[src/rtl/coin_sequencer.sv]
// coin_sequencer: synchronises/debounces coin sensors, queues coin codes, streams them to the vending FSM.
// Optional inactivity auto-flush enabled by defining COIN_TIMEOUT_EN.
module coin_sequencer #(
  parameter int unsigned DEBOUNCE_CYCLES = 4,
  parameter int unsigned FIFO_DEPTH      = 4,
  parameter int unsigned TIMEOUT_CYCLES  = 1000
) (
  input  logic                              clk,
  input  logic                              rst,
  input  logic                              coin5,
  input  logic                              coin10,
  input  logic                              vend_req,
  output logic [1:0]                        coin_out,
  output logic                              busy,
  output logic                              coin_reject,
  output logic [$clog2(FIFO_DEPTH+1)-1:0]   coin_count
);

  localparam int unsigned DW = $clog2(DEBOUNCE_CYCLES + 1);
  localparam int unsigned AW = $clog2(FIFO_DEPTH);
  localparam int unsigned CW = $clog2(FIFO_DEPTH + 1);

  if (DEBOUNCE_CYCLES < 1 || FIFO_DEPTH < 2 || (FIFO_DEPTH & (FIFO_DEPTH - 1)) != 0 ||
      TIMEOUT_CYCLES < 1) begin : g_param_chk
    $error("coin_sequencer: invalid parameter set");
  end

  typedef enum logic [1:0] {S_IDLE, S_COLLECT, S_FLUSH, S_TERM} state_t;

  state_t          r_state, w_state_nx;
  logic            r_s5_meta, r_s5_sync, r_s10_meta, r_s10_sync;
  logic [DW-1:0]   r_cnt5, r_cnt10;
  logic            r_ev5, r_ev10;
  logic [1:0]      r_mem [FIFO_DEPTH];
  logic [AW-1:0]   r_wr, r_rd;
  logic [CW-1:0]   r_count;
  logic [1:0]      r_coin_out;
  logic            r_busy, r_reject;

  logic            w_push, w_pop, w_reject_nx, w_busy_nx, w_timeout;
  logic            w_ev_any, w_both, w_full, w_accept;
  logic [1:0]      w_code, w_out_nx;

  // Two-flop synchronisers and saturating debounce counters; event pulses once per rising level.
  always_ff @(posedge clk) begin
    if (rst) begin
      r_s5_meta  <= 1'b0;
      r_s5_sync  <= 1'b0;
      r_s10_meta <= 1'b0;
      r_s10_sync <= 1'b0;
      r_cnt5     <= '0;
      r_cnt10    <= '0;
      r_ev5      <= 1'b0;
      r_ev10     <= 1'b0;
    end else begin
      r_s5_meta  <= coin5;
      r_s5_sync  <= r_s5_meta;
      r_s10_meta <= coin10;
      r_s10_sync <= r_s10_meta;
      if (!r_s5_sync)                            r_cnt5 <= '0;
      else if (r_cnt5 != DW'(DEBOUNCE_CYCLES))   r_cnt5 <= r_cnt5 + DW'(1);
      if (!r_s10_sync)                           r_cnt10 <= '0;
      else if (r_cnt10 != DW'(DEBOUNCE_CYCLES))  r_cnt10 <= r_cnt10 + DW'(1);
      r_ev5  <= r_s5_sync  && (r_cnt5  == DW'(DEBOUNCE_CYCLES - 1));
      r_ev10 <= r_s10_sync && (r_cnt10 == DW'(DEBOUNCE_CYCLES - 1));
    end
  end

  assign w_ev_any = r_ev5 | r_ev10;
  assign w_both   = r_ev5 & r_ev10;
  assign w_code   = r_ev10 ? 2'b10 : 2'b01;
  assign w_full   = (r_count == CW'(FIFO_DEPTH));
  assign w_accept = w_ev_any && !w_both && !w_full;

`ifdef COIN_TIMEOUT_EN
  localparam int unsigned TW = $clog2(TIMEOUT_CYCLES + 1);
  logic [TW-1:0] r_timer;

  // Inactivity timer: runs only in COLLECT, restarts on every push.
  always_ff @(posedge clk) begin
    if (rst || r_state != S_COLLECT || w_push) r_timer <= '0;
    else if (!w_timeout)                       r_timer <= r_timer + TW'(1);
  end

  assign w_timeout = (r_state == S_COLLECT) && (r_timer == TW'(TIMEOUT_CYCLES - 1));
`else
  assign w_timeout = 1'b0;
`endif

  always_ff @(posedge clk) begin
    if (rst) r_state <= S_IDLE;
    else     r_state <= w_state_nx;
  end

  always_comb begin
    w_state_nx  = r_state;
    w_push      = 1'b0;
    w_pop       = 1'b0;
    w_reject_nx = 1'b0;
    w_busy_nx   = 1'b0;
    w_out_nx    = 2'b00;
    case (r_state)
      S_IDLE: begin
        if (w_accept) begin
          w_push     = 1'b1;
          w_state_nx = S_COLLECT;
        end else if (w_ev_any) begin
          w_reject_nx = 1'b1;
        end
      end
      S_COLLECT: begin
        if (w_accept)      w_push      = 1'b1;
        else if (w_ev_any) w_reject_nx = 1'b1;
        // A coin arriving with vend_req is pushed this cycle and so joins the stream.
        if (vend_req || (w_timeout && !w_push)) w_state_nx = S_FLUSH;
      end
      S_FLUSH: begin
        w_busy_nx   = 1'b1;
        w_reject_nx = w_ev_any;
        if (r_count != '0) begin
          w_pop    = 1'b1;
          w_out_nx = r_mem[r_rd];
        end
        if (r_count <= CW'(1)) w_state_nx = S_TERM;
      end
      S_TERM: begin
        w_busy_nx   = 1'b1;
        w_reject_nx = w_ev_any;
        w_state_nx  = S_IDLE;
      end
      default: w_state_nx = S_IDLE;
    endcase
  end

  // Coin FIFO; occupancy count tells full from empty since pointers wrap.
  always_ff @(posedge clk) begin
    if (rst) begin
      for (int i = 0; i < int'(FIFO_DEPTH); i++) r_mem[i] <= 2'b00;
      r_wr    <= '0;
      r_rd    <= '0;
      r_count <= '0;
    end else begin
      if (w_push) begin
        r_mem[r_wr] <= w_code;
        r_wr        <= r_wr + AW'(1);
      end
      if (w_pop) r_rd <= r_rd + AW'(1);
      if (w_push && !w_pop)      r_count <= r_count + CW'(1);
      else if (w_pop && !w_push) r_count <= r_count - CW'(1);
    end
  end

  always_ff @(posedge clk) begin
    if (rst) begin
      r_coin_out <= 2'b00;
      r_busy     <= 1'b0;
      r_reject   <= 1'b0;
    end else begin
      r_coin_out <= w_out_nx;
      r_busy     <= w_busy_nx;
      r_reject   <= w_reject_nx;
    end
  end

  assign coin_out    = r_coin_out;
  assign busy        = r_busy;
  assign coin_reject = r_reject;
  assign coin_count  = r_count;

endmodule

[config.mk]
export PLATFORM = sky130hd
export DESIGN_NAME = coin_sequencer
export DESIGN_NICKNAME = d
export VERILOG_FILES = /design/src/rtl/coin_sequencer.sv
export SDC_FILE = /design/constraint.sdc
export NUM_CORES = 1
export LEC_CHECK = 0
export CAP_MARGIN = 5
export CORE_ASPECT_RATIO = 1.5
export CORE_MARGIN = 4
export CORE_UTILIZATION = 35
export CTS_CLUSTER_SIZE = 10
export DETAILED_ROUTE_END_ITERATION = 10
export GPL_TIMING_DRIVEN = 0
export HOLD_SLACK_MARGIN = 0.05
export SLEW_MARGIN = 20
export SYNTH_ARGS = -nofsm -noshare
export SYNTH_HDL_FRONTEND = slang
export SYNTH_SLANG_ARGS = --single-unit
export TNS_END_PERCENT = 100
[constraint.sdc]
create_clock -name clk -period 5.68 [get_ports clk]
set_clock_uncertainty 0.2 [all_clocks]
set_input_delay 1.136 -clock clk [delete_from_list [all_inputs] [get_ports clk]]
set_output_delay 1.136 -clock clk [all_outputs]
set_load 0.1 [all_outputs]
==> metrics.csv <==
metric;value;unit
root buffer cell;clkbuf_8;
final WL;2610;um
setup TNS;0;ps
RSZ-0062 raised after global routing;no;
Synth Area per Inst;10.4;um2
Area contributors post-synth;dfxtp_1, edfxtp_1, ha_1, nor2_1, inv_1;
CP Capture Type;output port;
IO Count;12;
CP arrival;1920;ps
Synth area leader;dfxtp_1;
Yosys warnings;0;
Filler cells;412;
clock buffer count from CTS;5;
Setup Crit Path Kind;register to output port;
Gate Count Post-Synth;149;
leakage power total;0.696;nW
WHS Path Cells;1;
Core Area;4250;um2
Slowest cell on crit path;clkdlybuf4s50_1;
predominant post-synthesis flop cell;dfxtp_1;
worst r2r src;coin_count[0];
distinct cell type count after synthesis;31;
worst reg2reg endpoint;coin_count[2];
IO Port Bufs;11;
crit-path max cell delay;1190;ps
Bufs and invs on worst path;1;
via count;1012;
period utilization;57.3;%
R2R depth;7;
H-tree levels;2;
# resized after CTS;0;
#FFs+latches synth;33;
Max VDD drop;0.139;mV
clk buf depth;2;
Post-synth EDFFs;8;
endpoints failing setup;0;
Syn Std Cell Area;1550;um2
run status;complete, no violations;
Clock Sink Count;33;
Routed Antenna Nets;0;
sequential area share after synthesis;47.9;%
WL per Instance;12.2;um
HPWL after DPL;2030;um
first-pass GRT wire length;4620;um
final hold vios;0;
mean number of vias per cell;4.73;
initial antenna violation count;0;
hold slack;238;ps
cts-stage hold buffer count;0;
layout cells sized above 1;10.7;%
post-route minimum period;3260;ps
Reg2Reg Setup Slack;3230;ps
CP cell instances;clkdlybuf4s50_1;
gr usage total;10.8;%
GR Overflow Total;0;
CP Max Fanout;7;
fin nets;188;
asr flop ratio synth;0;%
routability cong.;0.769;
Slew Viols, Final;0;
worst-margin pin slew;981;ps
CTS tree;yes;
Iteration-0 DRC Markers;8;
Inserted Diodes;0;
Yosys top cell area share;32.4;%
Post-CTS Setup Bufs;0;
vias in the first global route;1067;
fmax;307;MHz
CP top delay family;buffers and inverters;
die width;62.3;um
Slew Limit Headroom;34.4;%
pwr dens;241;nW/um2
worst hold path class;register to register;
DRC violations left;0;
Worst-Skew Late Latency;280;ps
Initial Util;36.4;%
num rows;29;
post-synth net total;170;
die span in y;89.4;um
max cap viols;0;
min-delay src;r_s5_meta;
largest net degree at the start of global routing;11;
Worst-path clk slew;60;ps
First-pass DRT Iterations;3;
crit path launch type;register;
worst endpoint required time;4340;ps
total die area;5570;um2
Layout area overhead;16.7;%
WHS Endpoint;r_s5_sync;
[kinds of logic after synthesis]
logic type	Yosys count	synth area share, %
compound gates	20	9.30
xor+xnor	8	4.53
fa+ha+maj	16	12.9
buf+inv	23	5.66
flops	33	47.9
mux	4	4.21
simple gates	45	15.5
[cell usage after synthesis (2+ instances only)]
| master | number |
|---|---|
| inv_1 | 19 |
| o21ai_0 | 2 |
| nand2_1 | 4 |
| nor2_1 | 20 |
| nand3_1 | 2 |
| edfxtp_1 | 8 |
| mux2i_1 | 2 |
| or3_4 | 2 |
| a21oi_1 | 6 |
| xnor2_1 | 3 |
| nor3b_1 | 2 |
| xor2_1 | 5 |
| nor2b_1 | 5 |
| mux4_2 | 2 |
| o21bai_1 | 3 |
| ha_1 | 16 |
| clkbuf_1 | 3 |
| o211ai_1 | 2 |
| dfxtp_1 | 25 |
| nor3_2 | 2 |
| nand2b_1 | 6 |
[worst max-delay path by stage]
stage | start | to | slack (ps) | cells past startpoint
after CTS | coin_count[2] | coin_count[2] | 2410 | 1
final | coin_count[2] | coin_count[2] | 2420 | 1
after global placement | coin_count[2] | coin_count[2] | 2730 | 1
after detailed placement | coin_count[2] | coin_count[2] | 2720 | 1
after floorplan | coin_count[0] | coin_count[2] | 2700 | 8
after global routing | coin_count[2] | coin_count[2] | 2360 | 1
[final cells by class]
type | count | area [um2] | share of cell area (%)
Clock buffer | 8 | 90.1 | 4.99
Timing Repair Buffer | 11 | 110 | 6.10
Buffer | 4 | 16.3 | 0.902
Inverter | 19 | 71.3 | 3.95
Multi-Input combinational cell | 93 | 718 | 39.8
Sequential cell | 33 | 741 | 41.1
Tap cell | 46 | 57.6 | 3.19
[metrics by stage]
stage          std cells  instance area [um2]  setup slack (ps)  util (%)  power [W]
2_1_floorplan        149                 1550              2700         -   0.000257
3_3_place_gp         206                 1710              2730      40.4   0.000262
3_5_place_dp         206                 1710              2720      40.4   0.000263
4_1_cts              214                 1800              2410      42.5   0.000442
5_1_grt              214                 1800              2360      42.5   0.000455
6_report             214                 1800              2420      42.5   0.000436
[layout by cell type, fill, tap and decap left out, drive strengths merged, types with 4 or more instances in the layout]
| cell type | count |
|---|---|
| dfxtp | 25 |
| nor2 | 20 |
| inv | 19 |
| ha | 16 |
| clkdlybuf4s50 | 11 |
| clkbuf | 11 |
| edfxtp | 8 |
| nand2b | 6 |
| a21oi | 6 |
| xor2 | 5 |
| nor2b | 5 |
| nand2 | 4 |
[metal layers]
layer	GRT usage (%)	share of wire, %
met1	9.26	38
met5	0	0
met4	5.21	1.5
met3	3.90	3.7
met2	21.6	57
[registers in the layout, indices dropped and copies added (netlist names)]
name / count
coin_reject: 1
r_wr: 2
r_mem: 8
r_ev10: 1
r_cnt10: 3
r_ev5: 1
r_cnt5: 3
r_state: 2
r_s5_sync: 1
coin_count: 3
coin_out: 2
r_rd: 2
r_s5_meta: 1
busy: 1
r_s10_sync: 1
r_s10_meta: 1
[report_power, final]
group	switching, W	internal (W)
registers	0.00000118	0.000244
clock network	0.0000795	0.0000987
logic	0.00000605	0.00000649
total	0.0000868	0.000349
Note: power is estimated with default switching activity, not from simulation.
